===== config.mk =====
export PLATFORM = sky130hd
export DESIGN_NAME = mips_fetch_stage
export DESIGN_NICKNAME = d
export VERILOG_FILES = /design/src/rtl/mips_fetch_stage_pkg.sv /design/src/rtl/mips_next_pc.sv /design/src/rtl/mips_fetch_stage.sv
export SDC_FILE = /design/constraint.sdc
export NUM_CORES = 1
export LEC_CHECK = 0
export ABC_CLOCK_PERIOD_IN_PS = 2900
export CAP_MARGIN = 40
export CORE_AREA = 4 4 116 140
export DETAILED_ROUTE_END_ITERATION = 10
export DIE_AREA = 0 0 120 144
export HOLD_SLACK_MARGIN = 0.12
export PLACE_DENSITY = 0.79
export REMOVE_ABC_BUFFERS = 1
export SLEW_MARGIN = 20
export SYNTH_ARGS = -nofsm -noshare
export SYNTH_HDL_FRONTEND = slang
export SYNTH_SLANG_ARGS = --single-unit

===== constraint.sdc =====
create_clock -name clk -period 2.9 [get_ports clk]
set_input_delay 0.29 -clock clk [delete_from_list [all_inputs] [get_ports clk]]
set_output_delay 0.29 -clock clk [all_outputs]
set_load 0.1 [all_outputs]

===== src/rtl/mips_fetch_stage_pkg.sv =====
// Shared definitions for the MIPS instruction-fetch stage: reset defaults, the NOP word,
// FSM state encoding and the J-type target helper.
package mips_fetch_stage_pkg;

  localparam logic [31:0] RESET_PC_DEFAULT = 32'h0000_0000;
  localparam int unsigned IMEM_AW_DEFAULT  = 6;
  localparam logic [31:0] NOP              = 32'h0000_0000;

  typedef enum logic [1:0] {
    S_FILL,
    S_RUN,
    S_HOLD
  } fetch_state_e;

  // J-type target keeps the region bits of the delay-slot PC (PC+4 of the jump).
  function automatic logic [31:0] jump_target(input logic [3:0]  pc4_hi,
                                               input logic [25:0] index);
    return {pc4_hi, index, 2'b00};
  endfunction

endpackage


===== src/rtl/mips_next_pc.sv =====
// Next-PC selection for the fetch stage: branch > jump > stall hold > sequential,
// plus redirect-target alignment detection.
module mips_next_pc
  import mips_fetch_stage_pkg::*;
(
  input  logic [31:0] pc,
  input  logic [3:0]  pc4_hi,
  input  logic        if_valid,
  input  logic        stall,
  input  logic        branch_taken,
  input  logic [31:0] branch_target,
  input  logic        jump,
  input  logic [25:0] jump_index,
  output logic [31:0] next_pc,
  output logic [31:0] pc_plus4,
  output logic        redirect,
  output logic        advance,
  output logic        misaligned
);

  logic        jump_take;
  logic [31:0] target;

  assign pc_plus4  = pc + 32'd4;
  // A jump is only meaningful when IF/ID holds a real instruction.
  assign jump_take = jump && if_valid;
  assign redirect  = branch_taken || jump_take;
  assign advance   = !redirect && !stall;

  always_comb begin
    target     = branch_taken ? branch_target : jump_target(pc4_hi, jump_index);
    misaligned = redirect && (target[1:0] != 2'b00);
    if (redirect) begin
      next_pc = target & ~32'h3;
    end else if (stall) begin
      next_pc = pc;
    end else begin
      next_pc = pc_plus4;
    end
  end

endmodule


===== src/rtl/mips_fetch_stage.sv =====
// MIPS instruction-fetch stage: PC register, IF/ID pipeline register, fill/run/hold FSM,
// sticky alignment fault and retired-fetch counter.
module mips_fetch_stage
  import mips_fetch_stage_pkg::*;
#(
  parameter logic [31:0] RESET_PC = RESET_PC_DEFAULT,
  parameter int unsigned IMEM_AW  = IMEM_AW_DEFAULT
) (
  input  logic               clk,
  input  logic               reset,
  input  logic               stall,
  input  logic               branch_taken,
  input  logic [31:0]        branch_target,
  input  logic               jump,
  input  logic [25:0]        jump_index,
  output logic [IMEM_AW-1:0] imem_addr,
  input  logic [31:0]        imem_rd,
  output logic [31:0]        pc,
  output logic [31:0]        if_instr,
  output logic [31:0]        if_pc4,
  output logic               if_valid,
  output logic               align_fault,
  output logic [31:0]        fetch_count
);

  fetch_state_e state_q, state_d;

  logic [31:0] pc_q;
  logic [31:0] if_instr_q;
  logic [31:0] if_pc4_q;
  logic        if_valid_q;
  logic        align_fault_q;
  logic [31:0] fetch_count_q;

  logic [31:0] next_pc;
  logic [31:0] pc_plus4;
  logic        redirect;
  logic        advance;
  logic        misaligned;
  logic        if_live;

  // IF/ID is empty by construction in S_FILL, whatever the valid flag says.
  assign if_live = if_valid_q && (state_q != S_FILL);

  mips_next_pc u_next_pc (
    .pc            (pc_q),
    .pc4_hi        (if_pc4_q[31:28]),
    .if_valid      (if_live),
    .stall         (stall),
    .branch_taken  (branch_taken),
    .branch_target (branch_target),
    .jump          (jump),
    .jump_index    (jump_index),
    .next_pc       (next_pc),
    .pc_plus4      (pc_plus4),
    .redirect      (redirect),
    .advance       (advance),
    .misaligned    (misaligned)
  );

  always_comb begin
    state_d = state_q;
    unique case (state_q)
      S_FILL: state_d = S_RUN;
      S_RUN:  if (stall && !redirect) state_d = S_HOLD;
      S_HOLD: if (!stall || redirect) state_d = S_RUN;
      default: state_d = S_FILL;
    endcase
  end

  always_ff @(posedge clk) begin
    if (reset) begin
      state_q       <= S_FILL;
      pc_q          <= RESET_PC;
      if_instr_q    <= NOP;
      if_pc4_q      <= 32'h0;
      if_valid_q    <= 1'b0;
      align_fault_q <= 1'b0;
      fetch_count_q <= 32'h0;
    end else begin
      state_q <= state_d;
      pc_q    <= next_pc;
      if (redirect) begin
        // Flush leaves if_pc4 alone so a later jump region lookup stays defined.
        if_instr_q <= NOP;
        if_valid_q <= 1'b0;
      end else if (advance) begin
        if_instr_q    <= imem_rd;
        if_pc4_q      <= pc_plus4;
        if_valid_q    <= 1'b1;
        fetch_count_q <= fetch_count_q + 32'd1;
      end
      if (misaligned) begin
        align_fault_q <= 1'b1;
      end
    end
  end

  assign imem_addr   = pc_q[IMEM_AW+1:2];
  assign pc          = pc_q;
  assign if_instr    = if_instr_q;
  assign if_pc4      = if_pc4_q;
  assign if_valid    = if_valid_q;
  assign align_fault = align_fault_q;
  assign fetch_count = fetch_count_q;

endmodule


==> summary.md, run 1 <==
| Metric | Value |
|---|---|
| Synthesized area per cell | `8.206 um2` |
| Number of global-route vias before repair | `6858` |
| Hold buffer count at cts | `0` |
| Grt ovf | `0` |
| Sequential area share after synthesis | `about 39%` |
| Min-Delay Startpoint | `reset` |
| #FFs+latches synth | `roughly 130` |
| CP Capture Type | `flop` |
| # setup viols final | `0` |
| Setup Fix Bufs, Post-CTS | `0` |
| Required @ worst endpoint | `3220 ps` |
| Initial core utilization | `44.39%` |
| Synth Area in Adders | `0.5297%` |
| # nets final | `1105` |
| YS warnings | `0` |
| CP Cell Sequence | `nand4_2 > or4_1 > or4_1 > a311oi_1` |
| Final worst setup slack | `297.7 ps` |
| Critical path destination | `if_pc4[25]$_SDFFE_PP0P_` |
| Clk pwr share | `40.3%` |
| Vias/cell | `5.816` |
| Sw Pwr | `1.786 mW` |
| Max FO, Critical Path | `17` |
| Initial drt markers | `around 520` |
| Largest stage delay, worst path | `810 ps` |
| Boundary pin count | `approximately 230` |
| DP Worst Slack | `between 300 and 400 ps` |
| Minimum clock period | `2602 ps` |
| CP most frequent cell | `or4_1` |
| Top-count cell post-synth | `dfxtp_1` |
| Leak | `3.575 nW` |
| Clk root buf | `clkbuf_16` |
| CTS tree | `yes` |
| Pwr Density | `564.1 nW/um2` |
| Crit path launch | `pc[6]$_SDFFE_PP0P_` |
| All-Layer GR Usage | `25.76%` |
| Synth Area in Compound Gates | `a little under a fifth` |
| Placer Congestion | `approximately 0.9` |
| Switching Share | `34.05%` |
| Worst slew pin tran | `831.5 ps` |
| Top cells by area, synth | `dfxtp_1, nor2_1, mux2i_1` |
| Utilization after layout | `62.41%` |
| Critical path class | `reg2reg` |
| Slowest CP cell | `or4_1` |
| Clk buf depth | `2` |
| Mux cell area share after synthesis | `5.165%` |
| Synth cell count leaders | `dfxtp_1, nor2_1, nand2_1` |
| Fmax | `384.3 MHz` |
| Outcome | `complete, no violations` |
| Drc violations | `0` |
| Unrepaired setup endpoints after global routing | `no` |
| Largest net degree at the start of global routing | `64` |
| WL per Instance | `18.41 um` |
| Worst r2r src | `pc[6]$_SDFFE_PP0P_` |
| Mapped Cells | `806` |
| Die Wd | `120 um` |
| Share of cells above drive strength 1 | `21.06%` |
| Synth Area in Simple Gates | `27.94%` |
| Max Cap Viol | `0` |
| Ys async rst share | `0%` |
| Hold WS | `~320 ps` |
| Core area | `~15000 um2` |
| Post-route clock skew | `roughly 4.0 ps` |
| Critical path arrival | `2920 ps` |
| Skew-Pair Late Insertion Delay | `420 ps` |
| DRT Wirelength | `22550 um` |
| Yosys top cell by area | `dfxtp_1` |
| Part of the power in combinational logic | `23.0%` |
| Flop-to-flop setup slack | `~300 ps` |
| Worst reg-to-reg path cell count | `4` |
| Maximum VDD drop | `510.8 uV` |
| Post-DP HPWL | `between 15000 and 20000 um` |
| Crit share post-route | `89.73%` |
| Vias post-DR | `approximately 7000` |
| Reg-to-Reg End | `if_pc4[25]$_SDFFE_PP0P_` |
| Total die area | `17280 um2` |
| Cell Area, Synth | `6614 um2` |
| Synth-to-layout area growth | `40.58%` |
| Synth Area in XOR/XNOR | `roughly 2.9%` |
| Startpoint Class | `flop` |
| IO buf count | `between 200 and 250` |
| Inserted Clock Buffers | `17` |
| Internal Pwr Total | `3.458 mW` |
| Relative slew slack | `44.57%` |
| Pwr Total | `about 5.2 mW` |
| # diodes | `0` |
| Number of cells upsized or downsized after cts | `0` |
| H-Tree Depth | `4` |
| Yosys cell types | `56` |
| Post-synth EDFFs | `0` |
| Top cell type's share of synthesized area | `38.74%` |
| Post-route ant nets | `0` |
| CTS Sinks | `around 130` |
| Worst-path clk slew | `60 ps` |
| Initial antenna violation count | `0` |
| Final Hold Fails | `0` |
| Initial DRT Pass Iterations | `5` |
| Largest family of logic cells by synthesized area | `simple AND/OR/NAND/NOR gates` |
| Register share of total power | `36.7%` |
| Primary FF master, synth | `dfxtp_1` |
| Final slew viol count | `0` |
| First-pass GRT wire length | `35730 um` |
| Row count | `49` |
| HP Class | `in2reg` |
| Chip height | `144 um` |
[cell type report]
cell class | count | area [um2]
timing repair buffer | 261 | 2190
clock inverter | 14 | 141.4
clock buffer | 18 | 439.2
tap | 204 | 255.2
multi-input combinational | 593 | 3684
fill | 1343 | 5600
sequential | 128 | 2562
inverter | 7 | 26.28
[worst min-delay path by stage]
stage                                          end  slack (ps)  cells past startpoint
after floorplan           align_fault$_SDFFE_PP0P_         360                      1
after global placement    align_fault$_SDFFE_PP0P_         440                      2
after detailed placement  align_fault$_SDFFE_PP0P_         460                      2
after CTS                      pc[15]$_SDFFE_PP0P_         300                      2
after global routing           pc[15]$_SDFFE_PP0P_         330                      2
final                          pc[15]$_SDFFE_PP0P_         320                      2
[sequential cells by signal (all words and copies together), names as in the netlist]
register / cells
align_fault: 1
fetch_count: 32
if_instr: 32
if_pc4: 30
if_valid: 1
pc: 30
state_q: 2
[per-stage QoR]
| step | setup TNS, ps | area, um2 | instances |
|---|---|---|---|
| after floorplan | -50690 | 6265 | 728 |
| after global placement | 0 | 8717 | 1193 |
| after detailed placement | 0 | 8717 | 1193 |
| after CTS | 0 | 9298 | 1225 |
| after global routing | 0 | 9298 | 1225 |
| final | 0 | 9298 | 1225 |
[kinds of logic (layout without fill, tap and decap cells)]
kind of cell / count (synthesis) / in the layout
mux: 34 / 34
other cells: 1 / 4
simple gates: 351 / 351
fa+ha+maj: 3 / 3
xor+xnor: 22 / 22
compound gates: 179 / 179
buf+inv: 88 / 300
flops: 128 / 128
[critical path: cells and delay by family (launching register included)]
| family | cells | cell delay, ps |
|---|---|---|
| AND/OR/NAND/NOR | 3 | 1650 |
| flip-flops | 1 | 530 |
| AO/OA/AOI/OAI | 1 | 310 |
[placed cells by master, fill, tap and decap left out, types with 15 or more instances in the layout]
master	instances
or4_1	29
mux2i_1	33
buf_4	169
nand4_1	33
nor4_1	17
clkdlybuf4s50_1	92
o21ai_0	26
clkbuf_16	17
xnor2_1	15
or3_1	15
a211oi_1	15
nand3_1	42
a21oi_1	36
nor2_1	88
o31ai_1	20
nand2_1	57
dfxtp_1	128
and3_1	19
[power groups by stage]
stage               Combinational [mW]  Clock, mW  Sequential (mW)
finish                            1.21       2.11             1.92
floorplan                        0.225          0             2.52
global route                      1.26       2.21             1.93
global placement                  1.20          0             1.96
detailed placement                1.21          0             1.96
CTS                               1.21       2.14             1.92
[metal layers]
metal / part of all wire, % / vias to the layer above / global-route usage, %
li1: - / 3438 / -
met1: 39 / 3298 / 30.54
met2: 47 / 341 / 42.27
met3: 11 / 47 / 9.546
met4: 2.8 / 0 / 10.74
met5: 0 / - / 0
Note: power is estimated with default switching activity, not from simulation.
==> run 2, diff against run 1 <==
--- a/config.mk
+++ b/config.mk
@@ -10,8 +10,9 @@
 export CORE_AREA = 4 4 116 140
 export DETAILED_ROUTE_END_ITERATION = 10
 export DIE_AREA = 0 0 120 144
+export DONT_BUFFER_PORTS = 1
 export HOLD_SLACK_MARGIN = 0.12
-export PLACE_DENSITY = 0.79
+export PLACE_DENSITY = 0.59
 export REMOVE_ABC_BUFFERS = 1
 export SLEW_MARGIN = 20
 export SYNTH_ARGS = -nofsm -noshare
==> summary.md, run 2 (same netlist as run 1, synthesis figures left out) <==
| Metric | Value |
|---|---|
| First-pass GRT wire length | `~39000 um` |
| Pwr Density | `570.4 nW/um2` |
| Total die area | `17280 um2` |
| Chip height | `~140 um` |
| Most used routing layer | `met2` |
| Initial antenna violation count | `0` |
| Relative slew slack | `between 40 and 50%` |
| Met2 usage | `around 51%` |
| Skew-Pair Late Insertion Delay | `~430 ps` |
| Fmax | `400.3 MHz` |
| CTS Sinks | `128` |
| Startpoint Class | `flop` |
| Utilization after layout | `a little over three fifths` |
| Met3 Track Usage GR | `a little under a tenth` |
| # fillers | `1259` |
| Core area | `14900 um2` |
| Final worst setup slack | `approximately 400 ps` |
| Post-DP HPWL | `16550 um` |
| Pwr Total | `5.351 mW` |
| Max FO, Critical Path | `12` |
| Multi-input gate area | `3684 um2` |
| Boundary pin count | `231` |
| Maximum VDD drop | `372.0 uV` |
| Setup Fix Bufs, Post-CTS | `0` |
| Worst-path clk slew | `60 ps` |
| Largest stage delay, worst path | `790 ps` |
| Initial DRT Pass Iterations | `5` |
| H-Tree Depth | `4` |
| Layout Cells excl Fill | `1166` |
| Grt ovf | `0` |
| Share of cells above drive strength 1 | `between 20% and 30%` |
| Crit share post-route | `between 80 and 90%` |
| IO buf count | `0` |
| Synth-to-layout area growth | `41.85%` |
| Leading cell type in the layout, fill and taps excluded | `dfxtp_1` |
| Unrepaired setup endpoints after global routing | `no` |
| Critical path arrival | `2790 ps` |
| Minimum clock period | `between 2000 and 2500 ps` |
| HP Class | `in2reg` |
| Most frequent cells in the layout | `dfxtp_1, nor2_1, buf_4` |
| Final Hold Fails | `0` |
| DP Worst Slack | `523.2 ps` |
| Row count | `49` |
| Worst slew pin tran | `776.1 ps` |
| Clk buf depth | `2` |
| CP Capture Type | `flop` |
| Max Cap Viol | `0` |
| Outcome | `complete, no violations` |
| Post-route ant nets | `0` |
| # setup viols final | `0` |
| Die Wd | `roughly 120 um` |
| Initial drt markers | `455` |
| Clk root buf | `clkbuf_16` |
| Placed cells | `~1100` |
| Leak | `between 3 and 4 nW` |
| Design area | `9382 um2` |
| Largest net degree at the start of global routing | `77` |
| Critical path class | `reg2reg` |
| Required @ worst endpoint | `between 3000 and 4000 ps` |
| Placer Congestion | `between 0.8 and 0.9` |
| Number of global-route vias before repair | `7267` |
| Final slew viol count | `0` |
| Met1 Use GR | `32.93%` |
| DRT Wirelength | `about 25000 um` |
| Post-route clock skew | `~12 ps` |
| CP Cell Sequence | `nand4_1 > or4_1 > or4b_1 > o311ai_0` |
| # diodes | `0` |
| Initial core utilization | `roughly 44%` |
| Hold WS | `around 140 ps` |
| # nets final | `1046` |
| Vias/cell | `about 6` |
| WL per Instance | `21.81 um` |
| Slowest CP cell | `or4_1` |
| Combined flip-flop and latch cell area | `2570 um2` |
| Inserted Clock Buffers | `17` |
| Post-Place Cell Area | `8157 um2` |
| Setup TNS | `0 ps` |
| Drc violations | `0` |
| All-Layer GR Usage | `28.93%` |
| Vias post-DR | `7205` |
| CTS tree | `yes` |
-- run 2: where the power goes --
group          total [mW]  internal, mW  switching (mW)
combinational        1.23         0.339           0.895
sequential           1.91          1.84          0.0747
clock                2.21          1.40           0.808
-- run 2: final cells by class --
type,instances,share of cell area [%]
Clock buffer,23,4.988
Inverter,7,0.2801
Sequential cell,128,27.39
Multi-Input combinational cell,593,39.26
Clock inverter,9,1.414
Timing Repair Buffer,202,23.94
Tap cell,204,2.721
-- run 2: routing by layer --
| metal | wire (um) | share of wire (%) |
|---|---|---|
| met4 | 567 | 2.2 |
| met3 | 2391 | 9.4 |
| met2 | 12820 | 50 |
| met1 | 9646 | 38 |
| met5 | 0 | 0 |
-- run 2: worst max-delay path: cells and delay by family (launching register included) --
family | cells | cell delay [ps]
simple gates | 3 | 1820
compound gates | 1 | 120
flops | 1 | 440
-- run 2: timing repair --
item / 4_1_cts / 5_1_grt
hold buffers: 58 / 0
endpoints found under the hold margin: 112 / 0
resized for setup: 0 / 0
-- run 2: final timing paths --
kind,from,to,slack (ps),cells after the start
max,pc[9]$_SDFFE_PP0P_,pc[24]$_SDFFE_PP0P_,400,4
min,branch_target[31],pc[31]$_SDFFE_PP0P_,140,4
max reg2reg,pc[9]$_SDFFE_PP0P_,pc[24]$_SDFFE_PP0P_,400,4
min reg2reg,align_fault$_SDFFE_PP0P_,align_fault$_SDFFE_PP0P_,480,2
==> run 3, diff against run 2 <==
--- a/config.mk
+++ b/config.mk
@@ -12,7 +12,7 @@
 export DIE_AREA = 0 0 120 144
 export DONT_BUFFER_PORTS = 1
 export HOLD_SLACK_MARGIN = 0.12
-export PLACE_DENSITY = 0.59
+export PLACE_DENSITY = 0.68
 export REMOVE_ABC_BUFFERS = 1
 export SLEW_MARGIN = 20
 export SYNTH_ARGS = -nofsm -noshare
==> summary.md, run 3 (same netlist as run 1, synthesis figures left out) <==
| Metric | Value |
|---|---|
| Worst slew pin tran | `883.1 ps` |
| Post-DP HPWL | `16140 um` |
| Final Hold Fails | `0` |
| Boundary pin count | `231` |
| Total die area | `17280 um2` |
| Hold WS | `133.5 ps` |
| Initial core utilization | `44.39%` |
| WL per Instance | `approximately 21 um` |
| Layout Cells excl Fill | `1168` |
| Worst reg-to-reg path cell count | `6` |
| IO buf count | `0` |
| Final slew viol count | `0` |
| Most used routing layer | `met2` |
| # setup viols final | `0` |
| Pwr Total | `5.782 mW` |
| Inserted Clock Buffers | `17` |
| Relative slew slack | `40.94%` |
| CTS Sinks | `128` |
| Post-route clock skew | `~8.5 ps` |
| CP Cell Sequence | `buf_4 > nand3_1 > o21a_1 > o21ai_0 > a31oi_1 > dlygate4sd3_1` |
| Post-Place Cell Area | `8159 um2` |
| Grt ovf | `0` |
| Max Cap Viol | `0` |
| Setup TNS | `0 ps` |
| Unrepaired setup endpoints after global routing | `no` |
| Pwr Density | `608.4 nW/um2` |
| Share of cells above drive strength 1 | `slightly above 20%` |
| First-pass GRT wire length | `38160 um` |
| Maximum VDD drop | `340.1 uV` |
| Placer Congestion | `0.8424` |
| Fmax | `409.2 MHz` |
| Max FO, Critical Path | `6` |
| Met1 Use GR | `33.46%` |
| Crit share post-route | `84.26%` |
| Largest net degree at the start of global routing | `81` |
| Core area | `14900 um2` |
| CP Capture Type | `flop` |
| Initial drt markers | `520` |
| Initial antenna violation count | `1` |
| Number of global-route vias before repair | `6933` |
| Largest stage delay, worst path | `570 ps` |
| Most frequent cells in the layout | `dfxtp_1, buf_4, nor2_1` |
| Post-route ant nets | `0` |
| Startpoint Class | `flop` |
| Final worst setup slack | `456.3 ps` |
| Leak | `3.580 nW` |
| DP Worst Slack | `521.9 ps` |
| Slowest CP cell | `dlygate4sd3_1` |
| WHS Path Cells | `2` |
| Initial DRT Pass Iterations | `5` |
| Skew-Pair Late Insertion Delay | `420 ps` |
| H-Tree Depth | `4` |
| Clk buf depth | `2` |
| Minimum clock period | `2444 ps` |
| Number of cells upsized or downsized after cts | `0` |
| Required @ worst endpoint | `3210 ps` |
| # nets final | `1047` |
| Synth-to-layout area growth | `43.70%` |
| Design area | `9504 um2` |
| Utilization after layout | `a little under two thirds` |
| Row count | `49` |
| Vias/cell | `approximately 6` |
| All-Layer GR Usage | `around 28%` |
| CTS tree | `yes` |
| DRT Wirelength | `24650 um` |
| Met2 usage | `a little under half` |
| Clk root buf | `clkbuf_16` |
| Critical path arrival | `2750 ps` |
| Die Wd | `120 um` |
| Leading cell type in the layout, fill and taps excluded | `dfxtp_1` |
| Critical path class | `reg2reg` |
| HP Class | `in2reg` |
| Drc violations | `0` |
| Placed cells | `about 1100` |
| Vias post-DR | `around 7000` |
| Outcome | `complete, no violations` |
| Met3 Track Usage GR | `9.468%` |
| Worst-path clk slew | `60 ps` |
| Chip height | `144 um` |
## run 3: changes by cell type in the layout (fill, tap and decap cells not counted), moves of 2 or more
cell	change
bufinv_16	+5
clkbuf_1	-3
buf_4	+2
clkinv_2	-2
## run 3: worst paths after layout
| kind | end | from | slack, ps |
|---|---|---|---|
| worst min register to register | align_fault$_SDFFE_PP0P_ | align_fault$_SDFFE_PP0P_ | 480 |
| worst min-delay path | pc[20]$_SDFFE_PP0P_ | reset | 130 |
| worst max-delay path | pc[7]$_SDFFE_PP0P_ | pc[2]$_SDFFE_PP0P_ | 460 |
| worst max register to register | pc[7]$_SDFFE_PP0P_ | pc[2]$_SDFFE_PP0P_ | 460 |
## run 3: worst max-delay path: cells and delay by family, from the launching register on
family | cells | cell delay (ps)
flip-flops | 1 | 340
buffers and inverters | 2 | 1070
AND/OR/NAND/NOR | 1 | 290
AO/OA/AOI/OAI | 3 | 630
## run 3: where the power goes
part | switching [mW] | internal [mW]
logic | 0.890 | 0.335
clock network | 0.831 | 1.81
registers | 0.0731 | 1.84
total | 1.79 | 3.99
## run 3: cell type report
cell class,count,area (um2)
flip-flops and latches,128,2570
clock buffers,19,442.9
well taps,204,255.2
multi-input cells,593,3684
repair buffers,203,2242
diodes,1,2.502
fillers,1170,5394
clock inverters,13,281.5
inverters,7,26.28
## run 3: timing repair
action,in CTS,in global routing
endpoints found under the hold margin,114,0
hold buffers,59,0
buffers inserted,0,0
## run 3: routing by layer
| metal | wire, um | part of all wire, % | up-vias |
|---|---|---|---|
| met2 | 12070 | 49 | 309 |
| met4 | 645 | 2.6 | 0 |
| met3 | 2251 | 9.1 | 51 |
| li1 | - | - | 3323 |
| met1 | 9680 | 39 | 3328 |
| met5 | 0 | 0 | - |
